**src/rtl/alu_pkg.sv**
```systemverilog
// Shared constants for the ALU control pipeline:
// operation codes, opcode patterns and FSM encodings.
package alu_pkg;

  localparam logic [3:0] ALU_AND   = 4'b0000;
  localparam logic [3:0] ALU_ORR   = 4'b0001;
  localparam logic [3:0] ALU_ADD   = 4'b0010;
  localparam logic [3:0] ALU_SUB   = 4'b0110;
  localparam logic [3:0] ALU_PASSB = 4'b0111;
  localparam logic [3:0] ALU_MUL   = 4'b1000;
  localparam logic [3:0] ALU_ILL   = 4'b1111;

  localparam logic [10:0] OPC_ADD = 11'b10001011000;
  localparam logic [10:0] OPC_SUB = 11'b11001011000;
  localparam logic [10:0] OPC_AND = 11'b10001010000;
  localparam logic [10:0] OPC_ORR = 11'b10101010000;
  localparam logic [10:0] OPC_MUL = 11'b10011011000;

  localparam logic [1:0] ST_IDLE = 2'd0;
  localparam logic [1:0] ST_BUSY = 2'd1;
  localparam logic [1:0] ST_HOLD = 2'd2;

endpackage

```
**src/rtl/alu_op_decode.sv**
```systemverilog
// Combinational ALUOp/opcode decode table.
// First matching row wins; no match gives the illegal code.
module alu_op_decode
  import alu_pkg::*;
#(
  parameter int OPW = 11
) (
  input  logic [1:0]     i_alu_op,
  input  logic [OPW-1:0] i_opcode_field,
  output logic [3:0]     o_operation,
  output logic           o_multi,
  output logic           o_illegal
);

  logic [10:0] w_lo;
  logic        w_hi_zero;

  assign w_lo      = i_opcode_field[10:0];
  assign w_hi_zero = ((i_opcode_field >> 11) == '0);

  // Priority decode: 00 -> ADD, X1 -> PASS_B, 1X -> opcode table
  always_comb begin
    o_operation = ALU_ILL;
    o_multi     = 1'b0;
    o_illegal   = 1'b1;
    if (i_alu_op == 2'b00) begin
      o_operation = ALU_ADD;
      o_illegal   = 1'b0;
    end else if (i_alu_op[0]) begin
      o_operation = ALU_PASSB;
      o_illegal   = 1'b0;
    end else if (w_hi_zero) begin
      case (w_lo)
        OPC_ADD: begin
          o_operation = ALU_ADD;
          o_illegal   = 1'b0;
        end
        OPC_SUB: begin
          o_operation = ALU_SUB;
          o_illegal   = 1'b0;
        end
        OPC_AND: begin
          o_operation = ALU_AND;
          o_illegal   = 1'b0;
        end
        OPC_ORR: begin
          o_operation = ALU_ORR;
          o_illegal   = 1'b0;
        end
        OPC_MUL: begin
          o_operation = ALU_MUL;
          o_multi     = 1'b1;
          o_illegal   = 1'b0;
        end
        default: begin
          o_operation = ALU_ILL;
          o_illegal   = 1'b1;
        end
      endcase
    end
  end

endmodule

```
**src/rtl/alu_control_pipe.sv**
```systemverilog
// Registered, handshaked ALU control with MUL sequencing
// and a saturating illegal-opcode counter.
module alu_control_pipe
  import alu_pkg::*;
#(
  parameter int OPW        = 11,
  parameter int MUL_CYCLES = 4,
  parameter int CNT_W      = 8
) (
  input  logic             i_clk,
  input  logic             i_rst,
  input  logic             i_in_valid,
  output logic             o_in_ready,
  input  logic [1:0]       i_alu_op,
  input  logic [OPW-1:0]   i_opcode_field,
  output logic             o_out_valid,
  input  logic             i_out_ready,
  output logic [3:0]       o_operation,
  output logic             o_op_multi,
  output logic             o_op_illegal,
  output logic [CNT_W-1:0] o_illegal_cnt
);

  localparam int CW = $clog2(MUL_CYCLES) + 1;

  logic [1:0]       r_state;
  logic [CW-1:0]    r_cnt;
  logic [3:0]       r_operation;
  logic             r_multi;
  logic             r_illegal;
  logic [CNT_W-1:0] r_illegal_cnt;

  logic [3:0] w_dec_op;
  logic       w_dec_multi;
  logic       w_dec_ill;
  logic       w_in_ready;
  logic       w_accept;

  alu_op_decode #(
    .OPW(OPW)
  ) u_dec (
    .i_alu_op      (i_alu_op),
    .i_opcode_field(i_opcode_field),
    .o_operation   (w_dec_op),
    .o_multi       (w_dec_multi),
    .o_illegal     (w_dec_ill)
  );

  // HOLD passes out_ready through so a draining slot can refill
  assign w_in_ready = (r_state == ST_IDLE) |
                      ((r_state == ST_HOLD) & i_out_ready);
  assign w_accept   = i_in_valid & w_in_ready;

  assign o_in_ready    = w_in_ready;
  assign o_out_valid   = (r_state == ST_HOLD);
  assign o_operation   = r_operation;
  assign o_op_multi    = r_multi;
  assign o_op_illegal  = r_illegal;
  assign o_illegal_cnt = r_illegal_cnt;

  // Sequencing FSM: MUL counts down in BUSY before presenting
  always_ff @(posedge i_clk) begin
    if (i_rst) begin
      r_state <= ST_IDLE;
      r_cnt   <= '0;
    end else if (w_accept) begin
      r_state <= w_dec_multi ? ST_BUSY : ST_HOLD;
      r_cnt   <= CW'(MUL_CYCLES - 1);
    end else if (r_state == ST_BUSY) begin
      if (r_cnt == CW'(1)) begin
        r_state <= ST_HOLD;
      end else begin
        r_cnt <= r_cnt - CW'(1);
      end
    end else if ((r_state == ST_HOLD) & i_out_ready) begin
      r_state <= ST_IDLE;
    end
  end

  // Decode result captured on accept, held until replaced
  always_ff @(posedge i_clk) begin
    if (i_rst) begin
      r_operation <= 4'b0000;
      r_multi     <= 1'b0;
      r_illegal   <= 1'b0;
    end else if (w_accept) begin
      r_operation <= w_dec_op;
      r_multi     <= w_dec_multi;
      r_illegal   <= w_dec_ill;
    end
  end

  // Saturating count of accepted illegal decodes
  always_ff @(posedge i_clk) begin
    if (i_rst) begin
      r_illegal_cnt <= '0;
    end else if (w_accept & w_dec_ill &
                 (r_illegal_cnt != '1)) begin
      r_illegal_cnt <= r_illegal_cnt + CNT_W'(1);
    end
  end

endmodule

```
**config.mk**
```make
export PLATFORM = sky130hd
export DESIGN_NAME = alu_control_pipe
export DESIGN_NICKNAME = d
export VERILOG_FILES = /design/src/rtl/alu_pkg.sv /design/src/rtl/alu_op_decode.sv /design/src/rtl/alu_control_pipe.sv
export SDC_FILE = /design/constraint.sdc
export NUM_CORES = 1
export LEC_CHECK = 0
export BUFFER_PORTS_ARGS = -buffer_cell sky130_fd_sc_hd__buf_2
export CORE_UTILIZATION = 50
export CTS_BUF_LIST = sky130_fd_sc_hd__clkbuf_8 sky130_fd_sc_hd__clkbuf_16
export CTS_CLUSTER_SIZE = 28
export DETAILED_ROUTE_END_ITERATION = 6
export PLACE_DENSITY_LB_ADDON = 0.2
export SETUP_SLACK_MARGIN = 0.02
export SYNTH_ARGS = -nofsm -noshare
export SYNTH_HDL_FRONTEND = slang
export SYNTH_HIERARCHICAL = 1
export SYNTH_SLANG_ARGS = --single-unit
```
**constraint.sdc**
```tcl
create_clock -name i_clk -period 3 [get_ports i_clk]
set_clock_uncertainty 0.1 [all_clocks]
set_input_delay 0.75 -clock i_clk [delete_from_list [all_inputs] [get_ports i_clk]]
set_output_delay 0.75 -clock i_clk [all_outputs]
set_load 0.1 [all_outputs]
```
-- Word-level counts from Yosys, hierarchy flattened
Index checks and enable logic that the tools add are counted.
W data, S select, Z words.
- word-level logic and storage cells: 52
- flip-flop bits (word level): 19
- output and inout port bits: 16
- input bits: 17
- equal/unequal tests: 11
- mux-type cells: 17
- $add $sub $neg: 2
- bitwise operators: 6
- reductions and logical operators: 9
- operators with widths (operator ; count):
    $eq A11 B11 Y1 const B ; 5
    $pmux W4 S5 ; 1
    $mux W2 ; 8
    $add A8 B1 Y8 const B ; 1
    $mux W4 ; 2
    $ne A8 B8 Y1 const B ; 1
    $mux W1 ; 6
    $reduce_and A2 Y1 ; 3
    $reduce_or A5 Y1 ; 1
    $and A1 B1 Y1 ; 4
    $logic_not A2 Y1 ; 2
    $eq A3 B1 Y1 const B ; 1
    $ne A3 B2 Y1 const B ; 1
    $reduce_bool A3 Y1 ; 1
    $sub A3 B1 Y3 const B ; 1
    $eq A2 B1 Y1 const B ; 1
    $eq A2 B2 Y1 const B ; 1
    $ne A2 B2 Y1 const B ; 1
    $reduce_bool A2 Y1 ; 1
    $reduce_or A2 Y1 ; 1
    $not A1 Y1 ; 1
    $or A1 B1 Y1 ; 1

-- Longest topological paths before layout
- depth in word-level cells: 7
- mapped depth: 7
- depth with buffers taken out: 7

-- Hierarchy
The synthesis kept the hierarchy.
- modules (own cells, without submodules) (module ; cells each ; instances ; seq. area each (µm²) ; area each (µm²)):
    alu_control_pipe ; 109 ; 1 ; 380.4 ; 922.1
    alu_op_decode ; 20 ; 1 ; 0.0 ; 171.4

-- Worst setup path before layout
No wires, ideal clock.
- path type: input port to output port
- start: input i_out_ready
- end: output o_in_ready
- stages on the path: 2
- setup slack: -35 ps
- arrival time: 2185 ps
- path buffers: 0
- data required time: 2150 ps
- cell sequence: and2b_4 nor2_1
- word-level cells in the longest chain between the ends: 2
- RTL lines (what ; RTL line ; source):
    from (decl) ; alu_control_pipe.sv:17 ; input logic i_out_ready,
    $and A1 B1 Y1 ; alu_control_pipe.sv:51 ; ((r_state == ST_HOLD) & i_out_ready);
    $or A1 B1 Y1 ; alu_control_pipe.sv:50 ; assign w_in_ready = (r_state == ST_IDLE) |
    to (decl) ; alu_control_pipe.sv:13 ; output logic o_in_ready,
No other way between the ends.

-- Final worst setup path
- start: input i_opcode_field[3]
- end: register r_illegal_cnt[4], in the netlist o_illegal_cnt[4]
- word-level cells in the longest chain between the ends: 7
- elaborated cells on any way between the ends: 11
- classes of those cells: eq/ne (5); mux (3); bitwise (2); reduce/logical (1)
- RTL lines (what ; RTL line ; source):
    from (decl) ; alu_control_pipe.sv:15 ; input logic [OPW-1:0] i_opcode_field,
    $eq A11 B11 Y1 ; alu_op_decode.sv:33 ; case (w_lo)
    $reduce_or A5 Y1 (no line) * ; - ;
    $mux W1 * ; alu_op_decode.sv:33 ;
    $mux W1 * ; alu_op_decode.sv:29 ; end else if (i_alu_op[0]) begin
    $mux W1 * ; alu_op_decode.sv:26 ; if (i_alu_op == 2'b00) begin
    via w_dec_ill ; alu_control_pipe.sv:35 ; logic w_dec_ill;
    $and A1 B1 Y1 * (2 in a row) ; alu_control_pipe.sv:97 ; end else if (w_accept & w_dec_ill &
    to (signal assigned) ; alu_control_pipe.sv:99 ; r_illegal_cnt <= r_illegal_cnt + CNT_W'(1);
    to (decl) ; alu_control_pipe.sv:31 ; logic [CNT_W-1:0] r_illegal_cnt;
The timed path passes the listed nets; every way through them passes the cells marked *.
A chain may end at the register's enable or synchronous reset.

==> metrics <==
largest net degree at the start of global routing=20; count of final hold-check violations=0; max-cap violations=0; Root Buffer=clkbuf_8; f_max=about 420 MHz; Synth Cell Area=roughly 0.0011 mm2; max_slew headroom=between 60 and 70%; Final Max Slew Viols=0; Total Die Area=0.00238 mm2; RSZ-0062 raised after global routing=false; WP data arrival=2.43 ns; Period Utilization, post-route=80.0%; number of buffers created by CTS=3; CORE AREA=~0.002 mm2; RePlAce Congestion=between 0.9 and 1; final worst slack=between 0.5 and 0.6 ns; first-pass GRT wire length=between 4000 and 5000 um; power density over the cells=~410 mW/mm2; Mapped Nets=approximately 150; Final Cell Area=approximately 0.0013 mm2; Post-Place Worst Slack=0.351 ns; metal3 WL=just over 100 um; leakage power figure=roughly 0.00056 uW; Detailed Route Iter0 Violations=28; status=complete, no violations; hold_buf cts=0; Syn-to-layout area delta=21.4%; yosys warns=6; CP required=around 3.0 ns; dpl hpwl=between 1500 and 2000 um; num rows=16; vias per cell=~5.7; Post-synth EDFFs=0; vias in the first global route=~1k; number of I/O port buffers=32; DRT Pass-1 Iters=4; share of cells above drive strength 1=between 20% and 30%; Total Wirelength=~2400 um; Cell Area, Placed=approximately 0.0013 mm2; Min-Delay Path Class=flop to flop; CTS max path bufs=2; synthesized flop and latch total=19; most common cell after layout, fill and taps aside=buf_2; top sig layer=met4; Post-DRT Antenna Nets=0; Max VDD drop=just over 0.3 mV; minimum clock period=approximately 2.4 ns; sequential share of the synthesized area=roughly a third; antenna violations before repair=0; CTS tree=done; CTS sink cnt=19; crit-path cells=buf_2 > mux2_1 > o22ai_2 > a21oi_1 > inv_1 > or4_4 > a311oi_2 > a211oi_1; Wirelength per Cell=12.5 um; Mapped Cells=129; Worst setup SP type=input pin; CP max-delay cell=or4_4; # nets final=roughly 180; Starting Density=between 50% and 60%; clk_lat worst skew=approximately 0.25 ns; most frequent cells in the layout=32 x buf_2, 19 x dfxtp_1, 17 x a21oi_1; worst slew pin tran=0.486 ns; CP Max Fanout=5; Clock H-tree levels=1; Worst-path clk slew=around 0.07 ns; FFs w/ async S/R, synth=0%; GRT Total Usage=between 20% and 30%; mean post-synth cell area=8.48 um2; Diodes inserted=0; DRT met1 WL=around 1100 um; metal2 WL=approximately 1100 um; Die Ht=around 49 um; Main synth FF type=dfxtp_1; GRT Residual Overflow=0; # DRC=0; Die X-Extent=around 49 um; Ports=33; Setup Fix Bufs, Post-CTS=0; Critical Path End Type=flop; worst setup path category=input pin to flop; unique cell type count in the Yosys netlist=42; final setup TNS=0 ns; cts repair resizes=0; Finish-stage setup viols=0; Largest stage delay, worst path=about 0.55 ns; Vias=between 1k and 1.5k
critical path, delay by kind of cell:
family / cells / cell delay (ns)
and+or+nand+nor: 1 / 0.55
buffers and inverters: 2 / 0.22
muxes: 1 / 0.21
AOI/OAI and AO/OA: 4 / 0.70
synth_stat cells (all sizes together), types with 2 or more instances:
master	count	area share, %
dfxtp	19	35
a21oi	17	7.8
nand2	16	5.5
inv	8	2.7
nor2	8	2.7
nand3	5	2.7
nand2b	4	2.3
o21ai	4	1.8
a31oi	3	1.7
and3	3	1.7
ha	3	3.4
o31ai	3	2.1
or4	3	2.4
a311oi	2	2.2
and2b	2	1.7
clkbuf	2	0.69
mux2	2	2.1
nand4	2	1.1
nor2b	2	1.8
nor3	2	0.92
nor3b	2	1.4
or3	2	1.1
xnor2	2	1.6
flip-flops by register name, indices dropped and copies added, names as in the netlist:
register / cells
o_op_multi: 1
r_cnt: 3
o_op_illegal: 1
r_state: 2
o_operation: 4
o_illegal_cnt: 8
layout make-up:
| cell class | count | area, um2 |
|---|---|---|
| multi-input cells | 100 | 678 |
| fillers | 190 | 674 |
| flip-flops and latches | 19 | 380 |
| repair buffers | 32 | 160 |
| clock buffers | 3 | 41.3 |
| well taps | 27 | 33.8 |
| inverters | 8 | 30.0 |
| clock inverters | 1 | 3.75 |
power by group:
group          switching [uW]  total, uW  internal, uW  leakage, uW
combinational            84.6        115          30.8     0.000379
sequential               5.46        266           260     0.000155
clock                    77.6        168          90.7    0.0000269
logic make-up after synthesis:
kind of cell / after synthesis / share of synthesized area (%)
AOI/OAI and AO/OA: 33 / 19.0
xor gates and xnor gates: 2 / 1.60
adders and majority gates: 3 / 3.43
buffers and inverters: 10 / 3.43
DFF: 19 / 34.8
muxes: 3 / 2.97
and+or+nand+nor: 59 / 34.8
per-stage QoR:
step	utilization, %	total power (uW)	cells	hold slack (ns)
finish	66.3	550	190	0.349
global route	66.3	576	190	0.377
CTS	66.3	557	190	0.354
detailed placement	64.1	387	186	0.345
global placement	64.1	384	186	0.341
floorplan	-	357	129	0.405
path summary, 6_finish.rpt:
path | slack (ns) | end | cells past startpoint | startpoint
max | 0.60 | o_illegal_cnt[4]$_SDFFE_PP0P_ | 8 | i_opcode_field[3]
min reg2reg | 0.35 | o_operation[2]$_SDFFE_PP0P_ | 2 | o_operation[2]$_SDFFE_PP0P_
max reg2reg | 1.27 | o_illegal_cnt[4]$_SDFFE_PP0P_ | 5 | o_illegal_cnt[0]$_SDFFE_PP0P_
min | 0.35 | o_operation[2]$_SDFFE_PP0P_ | 2 | o_operation[2]$_SDFFE_PP0P_
routing by layer:
metal	vias up	global-route usage [%]
met5	-	0
met4	0	8.33
met3	2	4.40
met2	32	39.1
met1	502	27.0
li1	541	-
Power figures use the tool's default switching activity.
